## src/rtl/memory_controller.sv

```systemverilog
// Command-driven initiator for the 16x8 register-file memory: write, dual read, pair scan, clear.
// Optional scan checksum outputs when MEMCTRL_SCAN_CHECKSUM_EN is defined.
module memory_controller #(
   parameter int DATA_WIDTH = 8,
   parameter int ADDR_WIDTH = 4,
   parameter logic [DATA_WIDTH-1:0] CLEAR_VALUE = '0
) (
   input  logic                  clk,
   input  logic                  reset,
   input  logic                  cmdValid,
   output logic                  cmdReady,
   input  logic [1:0]            cmdOp,
   input  logic [ADDR_WIDTH-1:0] cmdAddress1,
   input  logic [ADDR_WIDTH-1:0] cmdAddress2,
   input  logic [DATA_WIDTH-1:0] cmdData,
   output logic                  memWriteEnable,
   output logic [ADDR_WIDTH-1:0] memWriteAddress,
   output logic [DATA_WIDTH-1:0] memWriteData,
   output logic [ADDR_WIDTH-1:0] memReadAddress1,
   output logic [ADDR_WIDTH-1:0] memReadAddress2,
   input  logic [DATA_WIDTH-1:0] memReadData1,
   input  logic [DATA_WIDTH-1:0] memReadData2,
`ifdef MEMCTRL_SCAN_CHECKSUM_EN
   output logic [DATA_WIDTH-1:0] scanSum,
   output logic                  scanSumValid,
`endif
   output logic                  respValid,
   input  logic                  respReady,
   output logic [ADDR_WIDTH-1:0] respAddress,
   output logic [DATA_WIDTH-1:0] respData1,
   output logic [DATA_WIDTH-1:0] respData2
);

   localparam logic [1:0] OP_WRITE = 2'b00;
   localparam logic [1:0] OP_READ  = 2'b01;
   localparam logic [1:0] OP_SCAN  = 2'b10;
   localparam logic [1:0] OP_CLEAR = 2'b11;

   typedef enum logic [2:0] {IDLE, WRITE, READ, SCAN, CLEAR, RESP} state_t;

   state_t                state;
   state_t                nextState;
   logic [ADDR_WIDTH-1:0] cnt;
   logic [1:0]            opReg;
   logic [ADDR_WIDTH-1:0] addr1Reg;
   logic [ADDR_WIDTH-1:0] addr2Reg;
   logic [DATA_WIDTH-1:0] dataReg;
   logic [ADDR_WIDTH-1:0] rdHold1;
   logic [ADDR_WIDTH-1:0] rdHold2;
   logic                  respFire;
   logic                  scanLast;
   logic [ADDR_WIDTH-2:0] pairIdx;

   assign pairIdx  = cnt[ADDR_WIDTH-2:0];
   assign scanLast = (pairIdx == '1);
   assign cmdReady = (state == IDLE);
   assign respValid = (state == RESP);
   assign respFire = respValid && respReady;

   always_comb begin
      nextState = state;
      unique case (state)
         IDLE: begin
            if (cmdValid) begin
               unique case (cmdOp)
                  OP_WRITE: nextState = WRITE;
                  OP_READ:  nextState = READ;
                  OP_SCAN:  nextState = SCAN;
                  OP_CLEAR: nextState = CLEAR;
                  default:  nextState = IDLE;
               endcase
            end
         end
         WRITE: nextState = IDLE;
         READ:  nextState = RESP;
         SCAN:  nextState = RESP;
         CLEAR: if (cnt == '1) nextState = IDLE;
         RESP: begin
            if (respReady) begin
               if (opReg == OP_SCAN && !scanLast) nextState = SCAN;
               else nextState = IDLE;
            end
         end
         default: nextState = IDLE;
      endcase
   end

   // Read addresses hold their last value whenever no read is in progress
   always_comb begin
      memWriteEnable  = 1'b0;
      memWriteAddress = '0;
      memWriteData    = '0;
      memReadAddress1 = rdHold1;
      memReadAddress2 = rdHold2;
      unique case (state)
         WRITE: begin
            memWriteEnable  = 1'b1;
            memWriteAddress = addr1Reg;
            memWriteData    = dataReg;
         end
         CLEAR: begin
            memWriteEnable  = 1'b1;
            memWriteAddress = cnt;
            memWriteData    = CLEAR_VALUE;
         end
         READ: begin
            memReadAddress1 = addr1Reg;
            memReadAddress2 = addr2Reg;
         end
         SCAN: begin
            memReadAddress1 = {pairIdx, 1'b0};
            memReadAddress2 = {pairIdx, 1'b1};
         end
         default: ;
      endcase
   end

   always_ff @(posedge clk) begin
      if (reset) begin
         state       <= IDLE;
         cnt         <= '0;
         opReg       <= '0;
         addr1Reg    <= '0;
         addr2Reg    <= '0;
         dataReg     <= '0;
         rdHold1     <= '0;
         rdHold2     <= '0;
         respAddress <= '0;
         respData1   <= '0;
         respData2   <= '0;
      end else begin
         state <= nextState;
         if (cmdValid && cmdReady) begin
            opReg    <= cmdOp;
            addr1Reg <= cmdAddress1;
            addr2Reg <= cmdAddress2;
            dataReg  <= cmdData;
         end
         if (state == READ || state == SCAN) begin
            rdHold1     <= memReadAddress1;
            rdHold2     <= memReadAddress2;
            respAddress <= memReadAddress1;
            respData1   <= memReadData1;
            respData2   <= memReadData2;
         end
         if (state == CLEAR) cnt <= cnt + 1'b1;
         if (respFire && opReg == OP_SCAN) begin
            if (scanLast) cnt <= '0;
            else cnt <= cnt + 1'b1;
         end
      end
   end

`ifdef MEMCTRL_SCAN_CHECKSUM_EN
   always_ff @(posedge clk) begin
      if (reset) begin
         scanSum      <= '0;
         scanSumValid <= 1'b0;
      end else begin
         scanSumValid <= respFire && opReg == OP_SCAN && scanLast;
         if (cmdValid && cmdReady && cmdOp == OP_SCAN) scanSum <= '0;
         else if (state == SCAN)
            scanSum <= scanSum + memReadData1 + memReadData2;
      end
   end
`endif

endmodule

```

## config.mk

```make
export PLATFORM = sky130hd
export DESIGN_NAME = memory_controller
export DESIGN_NICKNAME = d
export VERILOG_FILES = /design/src/rtl/memory_controller.sv
export SDC_FILE = /design/constraint.sdc
export NUM_CORES = 1
export LEC_CHECK = 0
export CORE_ASPECT_RATIO = 1.5
export CORE_MARGIN = 2
export CORE_UTILIZATION = 44
export DETAILED_ROUTE_END_ITERATION = 12
export GPL_TIMING_DRIVEN = 0
export PLACE_DENSITY = 0.88
export SETUP_SLACK_MARGIN = 0.2
export SYNTH_ARGS = -nofsm -noshare
export SYNTH_HDL_FRONTEND = slang
export SYNTH_SLANG_ARGS = --single-unit
export TNS_END_PERCENT = 100
```

## constraint.sdc

```tcl
create_clock -name clk -period 1.8 [get_ports clk]
set_clock_uncertainty 0.2 [all_clocks]
set_input_delay 0.36 -clock clk [delete_from_list [all_inputs] [get_ports clk]]
set_output_delay 0.36 -clock clk [all_outputs]
set_load 0.02 [all_outputs]
```

# After elaboration in Yosys (flattened, before gate mapping)

Cells that the tools add are included.

Bits in registers: 49
Input port bits: 38
Output and inout bits: 43

$add $sub $neg: 1
Equal/unequal tests: 14
Muxes and demuxes: 14
Reduce and logical (&&, ||, !) cells: 12

Operators by type and width:

| kind                                           | count |
|---|---|
| one-hot mux 3 bit (4 select lines)             | 2 |
| one-hot mux 4 bit (2 select lines)             | 3 |
| two-way mux 4 bit                              | 3 |
| == test 3 bit (second input constant)          | 3 |
| two-way mux 3 bit                              | 3 |
| two-way mux 8 bit                              | 1 |
| == test 2 bit (second input constant)          | 3 |
| == test 3 x 2 -> 1 bit (second input constant) | 2 |
| adder 4 x 1 -> 4 bit (second input constant)   | 1 |
| == test 4 bit (second input constant)          | 1 |
| logical AND 1 bit                              | 4 |
| != test 2 bit (second input constant)          | 2 |
| OR reduction 2 bit                             | 2 |
| == test 3 x 1 -> 1 bit (second input constant) | 1 |
| zero test 3 bit                                | 1 |
| AND reduction 3 bit                            | 1 |
| == test 2 x 1 -> 1 bit (second input constant) | 1 |
| zero test 2 bit                                | 1 |
| two-way mux 2 bit                              | 1 |
| != test 2 x 1 -> 1 bit (second input constant) | 1 |
| nonzero test 2 bit                             | 1 |
| zero test 1 bit                                | 1 |
| logical OR 1 bit                               | 1 |
| two-way mux 1 bit                              | 1 |

# Longest topological paths before layout

Gate-level depths: netlist of the first run.

Depth in word-level cells: 6
Mapped depth: 6

# Worst setup path before layout of the first run

Ideal clock, no wire load.

Path kind: register -> register
Start point: register state[0]
End point: register addr1Reg[3]
Library setup time: 132 ps
Data arrival time: 1,417 ps
Data required time: 1,468 ps
Path slack: 51 ps
Stages on the path, launching flop included: 6
Path buffers: 1
Period minus slack after synthesis: 1,749 ps
Path through: dfxtp_1 nor3_2 nand2_1 clkbuf_1 nand2_1 a21oi_1

Cells in the longest elaborated chain, start to end: 2

Ends and longest elaborated chain:

| what                     | RTL line | text |
|---|---|---|
| start: declaration       | 41       | `state_t state;` |
| start signal: assignment | 132      | `state <= nextState;` |
| zero test 3 bit          | 56       | `assign cmdReady = (state == IDLE);` |
| via cmdReady             | 11       | `output logic cmdReady,` |
| logical AND 1 bit        | 133      | `if (cmdValid && cmdReady) begin` |
| end signal: assignment   | 135      | `addr1Reg <= cmdAddress1;` |
| end: declaration         | 45       | `logic [ADDR_WIDTH-1:0] addr1Reg;` |

The timed path passes the listed nets, and every way through them passes these cells.
A chain may end at the register's enable or synchronous reset.

# Final worst setup path of the first run

Start point: register state[0]
End point: output port memWriteAddress[0]

Cells in the longest elaborated chain, start to end: 2

Ends and longest elaborated chain:

| what                                                           | RTL line | text |
|---|---|---|
| == test 3 bit / == test 3 x 1 -> 1 bit (equally long branches) | 95       | `unique case (state)` |
| one-hot mux 4 bit (2 select lines) *                           | 95       |  |
| end: declaration                                               | 17       | `output logic [ADDR_WIDTH-1:0] memWriteAddress,` |

Every way passes the cells marked *; elsewhere a longest branch is shown, timed or not.

==> metrics.cfg, run 1 <==
[timing]
hold_viol_final=0
setup_ws_ns=-0.251
maxSlewViolCount=0
worst_pin_slew_ns=0.420
fmax_ghz=0.488
timing.final.crit_share=1.14
tns_ns=-3.90
slew-limit-headroom=0.720
fin_crit_ns=2.05
rsz0062_at_grt=yes
setup-violations-final=33

[global_route]
grt_max_degree=14
antenna_found_initial=0
grt_pass1_wl_um=11300
grt_overflow=0
grt_pass1_vias=2435
track_usage=0.286

[yosys]
synth_warnings=0
synth_top_area_frac=0.459
muxShareOfSynthArea=0.0374
synth_compound_area_frac=0.159
synth.distinct_cells=31
ys_seq_area_frac=0.459
synth-simple-area-share=0.267
synth_top_family_by_area=simple AND/OR/NAND/NOR gates
avgSynthCellArea_um2=7.92
synth_edf_count=0
synthTopCellsByCount=nand2_1, dfxtp_1, a21oi_1
synth-async-reset-ratio=0
synth_xor_area_frac=0.00410
yosys-top-cells-area=dfxtp_1, nand2_1, a21oi_1
netlist_instances=270
synth_ff_type=dfxtp_1
synthAdderAreaFrac=0.0293
synth_nets=313
synth_area_leader_cell=dfxtp_1
yosysMostFrequentCell=nand2_1
netlist_area_um2=2140
ys_seq_elements=49

[worst_hold_path]
hold_class=primary input to register

[layout]
area_growth_pct=81.3
multi_input_area_um2=1420
final_util=0.813
antenna_cells=0
regArea_um2=995
fill_cells=283
layout.nets=427
drive_gt1_frac=0.391

[cts]
cts.sinks=49
hold_buffers=0
clock_path_buffers=2
clkSlewWorstSetupHoldPaths_ns=0.08
clkLatencyLatePin_ns=0.31
htreeDepth=2
cts_tree=built
cts_made_buffers=5
cts-root-buf=clkbuf_8

[critical_path]
cp_max_fo=4
crit_slowest_cell=dfxtp_4
end_kind=output pin
critPathKind=register to output pin
slowest_delay_ns=0.40
start_kind=register
required_ns=1.24
cp_cell_sequence=clkinvlp_4 > nor2_4 > a22oi_2 > nor2_2 > buf_6
cp.arrival_ns=1.49

[power]
powerDensity_nw_per_um2=727
peakVddDrop_v=0.000657
p_leak_uw=0.00165

[run_status]
violations=setup timing
outcome=finished with violations

[routing]
viasPerCell=5.46
drt_iter0_drc=126
ant_nets=0
wl_um=8320
dr.pass1.iters=5
num_vias=2458
drc=0
wl_per_cell_um=18.5

[floorplan]
io_pins=81
initial_core_util=0.448
core_area_um2=4770
die_y_um=89.4
die_area_um2=5450
die_width_um=60.9
rows=31

[placed_design]
gp_congestion=0.881
hpwl_um=4190
port_buffers=80

[job]
maxCapViolations=0

-- area by class of cell --
class / instances / area share
multi-input combinational: 200 / 0.366
timing repair buffer: 107 / 0.280
sequential: 49 / 0.257
buffer: 16 / 0.0478
clock buffer: 7 / 0.0223
tap: 66 / 0.0213
inverter: 5 / 0.00581
-- kinds of logic after synthesis --
kind of cell | count (synthesis)
AO/OA/AOI/OAI | 60
XOR/XNOR | 1
adder cells (fa/ha/maj) | 5
buffers and inverters | 21
flip-flops | 49
multiplexers | 8
AND/OR/NAND/NOR | 126
-- final timing paths --
path | startpoint | to | slack, ns | cells after the start
hold reg to reg | respData1[7]$_SDFFE_PP0N_ | respData1[7]$_SDFFE_PP0N_ | 0.25 | 2
setup reg to reg | state[2]$_SDFFE_PP0P_ | opReg[0]$_SDFFE_PP0P_ | -0.02 | 9
hold / removal | cmdOp[1] | opReg[1]$_SDFFE_PP0P_ | 0.21 | 3
setup / recovery | state[0]$_SDFFE_PP0P_ | memWriteAddress[0] | -0.25 | 5
-- state kept, by name, summed over array words and instances, names as in the netlist --
name,cells
opReg,2
addr2Reg,4
cnt,4
addr1Reg,4
dataReg,8
rdHold1,4
respData2,8
respData1,8
rdHold2,4
state,3
-- metrics by stage --
stage	area, um^2	instances	total power (uW)	worst slack (ns)	hold slack, ns
2_1_floorplan	2210	270	1530	0.186	0.232
3_3_place_gp	3100	416	1760	-0.495	0.238
3_5_place_dp	3100	416	1770	-0.518	0.243
4_1_cts	3610	443	2640	-0.185	0.254
5_1_grt	3880	450	2900	-0.275	0.211
6_report	3880	450	2820	-0.251	0.212
-- worst max-delay path: cells and delay by family (launching register included) --
family | cells | cell delay (ns)
buf+inv | 2 | 0.31
flops | 1 | 0.40
compound gates | 1 | 0.12
simple gates | 2 | 0.35
-- cell usage in the layout, fill, tap and decap left out, types with 3 or more instances in the layout --
cell / synthesis / final
and2_4: 0 / 9
ha_1: 5 / 5
buf_4: 1 / 19
clkdlybuf4s50_1: 0 / 34
nor2_1: 14 / 7
nand2_2: 0 / 11
nor2_2: 0 / 5
nand2_1: 81 / 62
dfxtp_1: 49 / 44
buf_6: 1 / 29
dlygate4sd2_1: 0 / 21
a21oi_1: 39 / 24
a22oi_1: 4 / 3
buf_12: 0 / 4
o21ai_4: 0 / 3
inv_1: 5 / 3
a21oi_2: 0 / 15
mux2i_4: 0 / 4
clkbuf_8: 0 / 9
nor2b_1: 10 / 9
dfxtp_4: 0 / 3
o21ai_2: 0 / 4
buf_8: 0 / 3
nand2b_4: 0 / 3
nand2_4: 0 / 7
-- where the power goes --
group	internal [uW]	switching, uW	leakage (uW)
Sequential	1150	66.6	0.000402
Clock	306	358	0.0000443
Combinational	482	455	0.00121
-- routing by layer --
metal / global-route usage / vias to the layer above / part of all wire
met2: 0.510 / 134 / 0.54
met1: 0.286 / 1159 / 0.32
met3: 0.0767 / 47 / 0.082
met4: 0.174 / 0 / 0.064
li1: - / 1118 / -
met5: 0 / - / 0
-- what timing repair did --
| action | 4_1_cts | 5_1_grt |
|---|---|---|
| pin swaps | 25 | 32 |
| gates cloned | 3 | 1 |
| gates resized for setup | 223 | 67 |
| hold endpoints to repair | 0 | 0 |
| setup endpoints to repair | 83 | 63 |
| setup buffers | 17 | 6 |
No activity file was read; power rests on OpenSTA's default activity.
==> inputs of run 2 (changes only) <==
- CELL_PAD_IN_SITES_DETAIL_PLACEMENT: unset -> 1
- CELL_PAD_IN_SITES_GLOBAL_PLACEMENT: unset -> 2
- CORE_UTILIZATION: 44 -> 24
- clock period: 1.8 -> 1.95 ns (I/O delays scaled with it)
==> metrics.cfg, run 2 (same netlist as run 1, synthesis figures left out) <==
[routing]
wl_met3_um=399  ; -41%
highest_layer=met4
wl_per_cell_um=14.5  ; -22%
dr.pass1.iters=4  ; -1
drt_iter0_drc=68  ; -46%
ant_nets=0  ; unchanged
num_vias=2199  ; -11%
wl_met1_um=2830  ; +7.2%
wl_met2_um=3640  ; -19%
drc=0  ; unchanged
wl_um=6960  ; -16%
viasPerCell=4.58  ; -16%

[timing]
setup_ws_ns=-0.0247  ; +0.226 ns
fin_crit_ns=1.97
worst_pin_slew_ns=0.508  ; +0.0882 ns
holdWs_ns=0.250  ; +0.0382 ns
slew-limit-headroom=0.661  ; -0.0588
maxSlewViolCount=0  ; unchanged
rsz0062_at_grt=yes
tns_ns=-0.299  ; +3.60 ns
setup-violations-final=17  ; -48%
timing.final.crit_share=1.01
fmax_ghz=0.506
hold_viol_final=0  ; unchanged

[worst_hold_path]
worstHoldStart=respData2[4]$_SDFFE_PP0N_
hold_class=register to register
worstHoldPathCells=2  ; -1

[critical_path]
rr_worst_depth=5  ; -4
cp.arrival_ns=1.38  ; -0.11 ns
critPathKind=register to output pin
rr_startpoint=state[0]$_SDFFE_PP0P_
end_kind=output pin
cp-startpoint=state[2]$_SDFFE_PP0P_
cp_max_fo=8  ; +4
start_kind=register
required_ns=1.36  ; +0.12 ns

[layout]
fill_cells=1092  ; +290%
drive_gt1_frac=0.232  ; -0.158
layout.nets=412  ; -3.5%
layout_common_cells=nand2_1, dfxtp_1, a21oi_1
area_growth_pct=63.0
final_common_cell=nand2_1
regArea_um2=990  ; -0.50%
antenna_cells=0  ; unchanged
multi_input_area_um2=1180  ; -17%
top_regs=dataReg: 8 flops, respData1: 8 flops, respData2: 8 flops

[run_status]
violations=setup timing
outcome=finished with violations

[global_route]
antenna_found_initial=0  ; unchanged
grt_pass1_wl_um=11300  ; -0.61%
grt_pass1_vias=2305  ; -5.3%
grt_max_degree=17  ; +3
track_usage=0.149  ; -0.137
grt_overflow=0  ; unchanged

[floorplan]
die_y_um=120  ; +34%
io_pins=81  ; unchanged
initial_core_util=0.245  ; -0.203
core_area_um2=8720  ; +83%
rows=42  ; +35%
die_area_um2=9700  ; +78%
die_width_um=81.1  ; +33%

[cts]
clkLatencyLatePin_ns=0.29  ; -0.02 ns
clock_path_buffers=2  ; unchanged
cts-root-buf=clkbuf_16
cts.sinks=49  ; unchanged
cts_made_buffers=5  ; unchanged
cts_tree=built
htreeDepth=2  ; unchanged
clkSlewWorstSetupHoldPaths_ns=0.07  ; about the same

[placed_design]
hpwl_um=4990  ; +19%
gp_congestion=0.819  ; -7.0%
port_buffers=80  ; unchanged

[power]
powerDensity_nw_per_um2=770  ; +6.0%
peakVddDrop_v=0.000341  ; -48%
power_uw=2680  ; -4.7%
p_leak_uw=0.00147  ; -11%

[job]
maxCapViolations=0  ; unchanged

==> run 2: cell count changes in the layout (fill, tap and decap cells not counted), moves of 6 or more <==
cell and delta:
nand2_1 +18, buf_6 -16, a21oi_1 +14, a21oi_2 -14, nand2_2 -11, clkbuf_8 -6, nand2_4 -6
==> run 2: worst paths after layout <==
path,end,slack (ns)
worst min register to register,respData2[4]$_SDFFE_PP0N_,0.25
worst min-delay path,respData2[4]$_SDFFE_PP0N_,0.25
worst max register to register,opReg[1]$_SDFFE_PP0P_,0.12
worst max-delay path,memWriteData[6],-0.02
==> run 2: report_power, final <==
part | switching, uW | internal, uW | total, uW
clock | 396 | 608 | 1000
sequential | 51.0 | 1060 | 1110
combinational | 296 | 271 | 567
total | 743 | 1940 | 2680
==> run 2: final cells by class <==
| type | count | share of cell area |
|---|---|---|
| Tap cell | 110 | 0.0395 |
| Inverter | 5 | 0.00646 |
| Buffer | 16 | 0.0355 |
| Multi-Input combinational cell | 200 | 0.338 |
| Sequential cell | 49 | 0.284 |
| Clock buffer | 5 | 0.0359 |
| Clock inverter | 3 | 0.0126 |
| Timing Repair Buffer | 92 | 0.248 |
==> run 2: what timing repair did <==
item                                    4_1_cts  5_1_grt
pin swaps                                    17       13
gates resized for setup                     187       10
hold buffers                                  0        0
gates cloned                                  1        0
setup buffers                                 8        3
endpoints found under the setup margin       73       42
==> run 2: per-layer routing <==
layer / up-vias / global-route usage
met5: - / 0
met3: 8 / 0.0376
met2: 56 / 0.273
li1: 1088 / -
met1: 1047 / 0.166
met4: 0 / 0.0424
==> run 2: critical path, cell delays in order, from the launching register on <==
cell      delay (ns)
dfxtp_2         0.34
buf_8           0.13
nand2b_4        0.15
nor2_4          0.18
and2_4          0.18
buf_6           0.11
==> run 2: through the flow <==
step                std cells  worst slack (ns)   util  cell area [um^2]
finish                    480           -0.0247  0.400              3490
floorplan                 270             0.201      -              2140
global route              480           -0.0944  0.400              3490
global placement          460            -0.545  0.353              3080
detailed placement        460            -0.573  0.353              3080
CTS                       477           -0.0390  0.393              3430
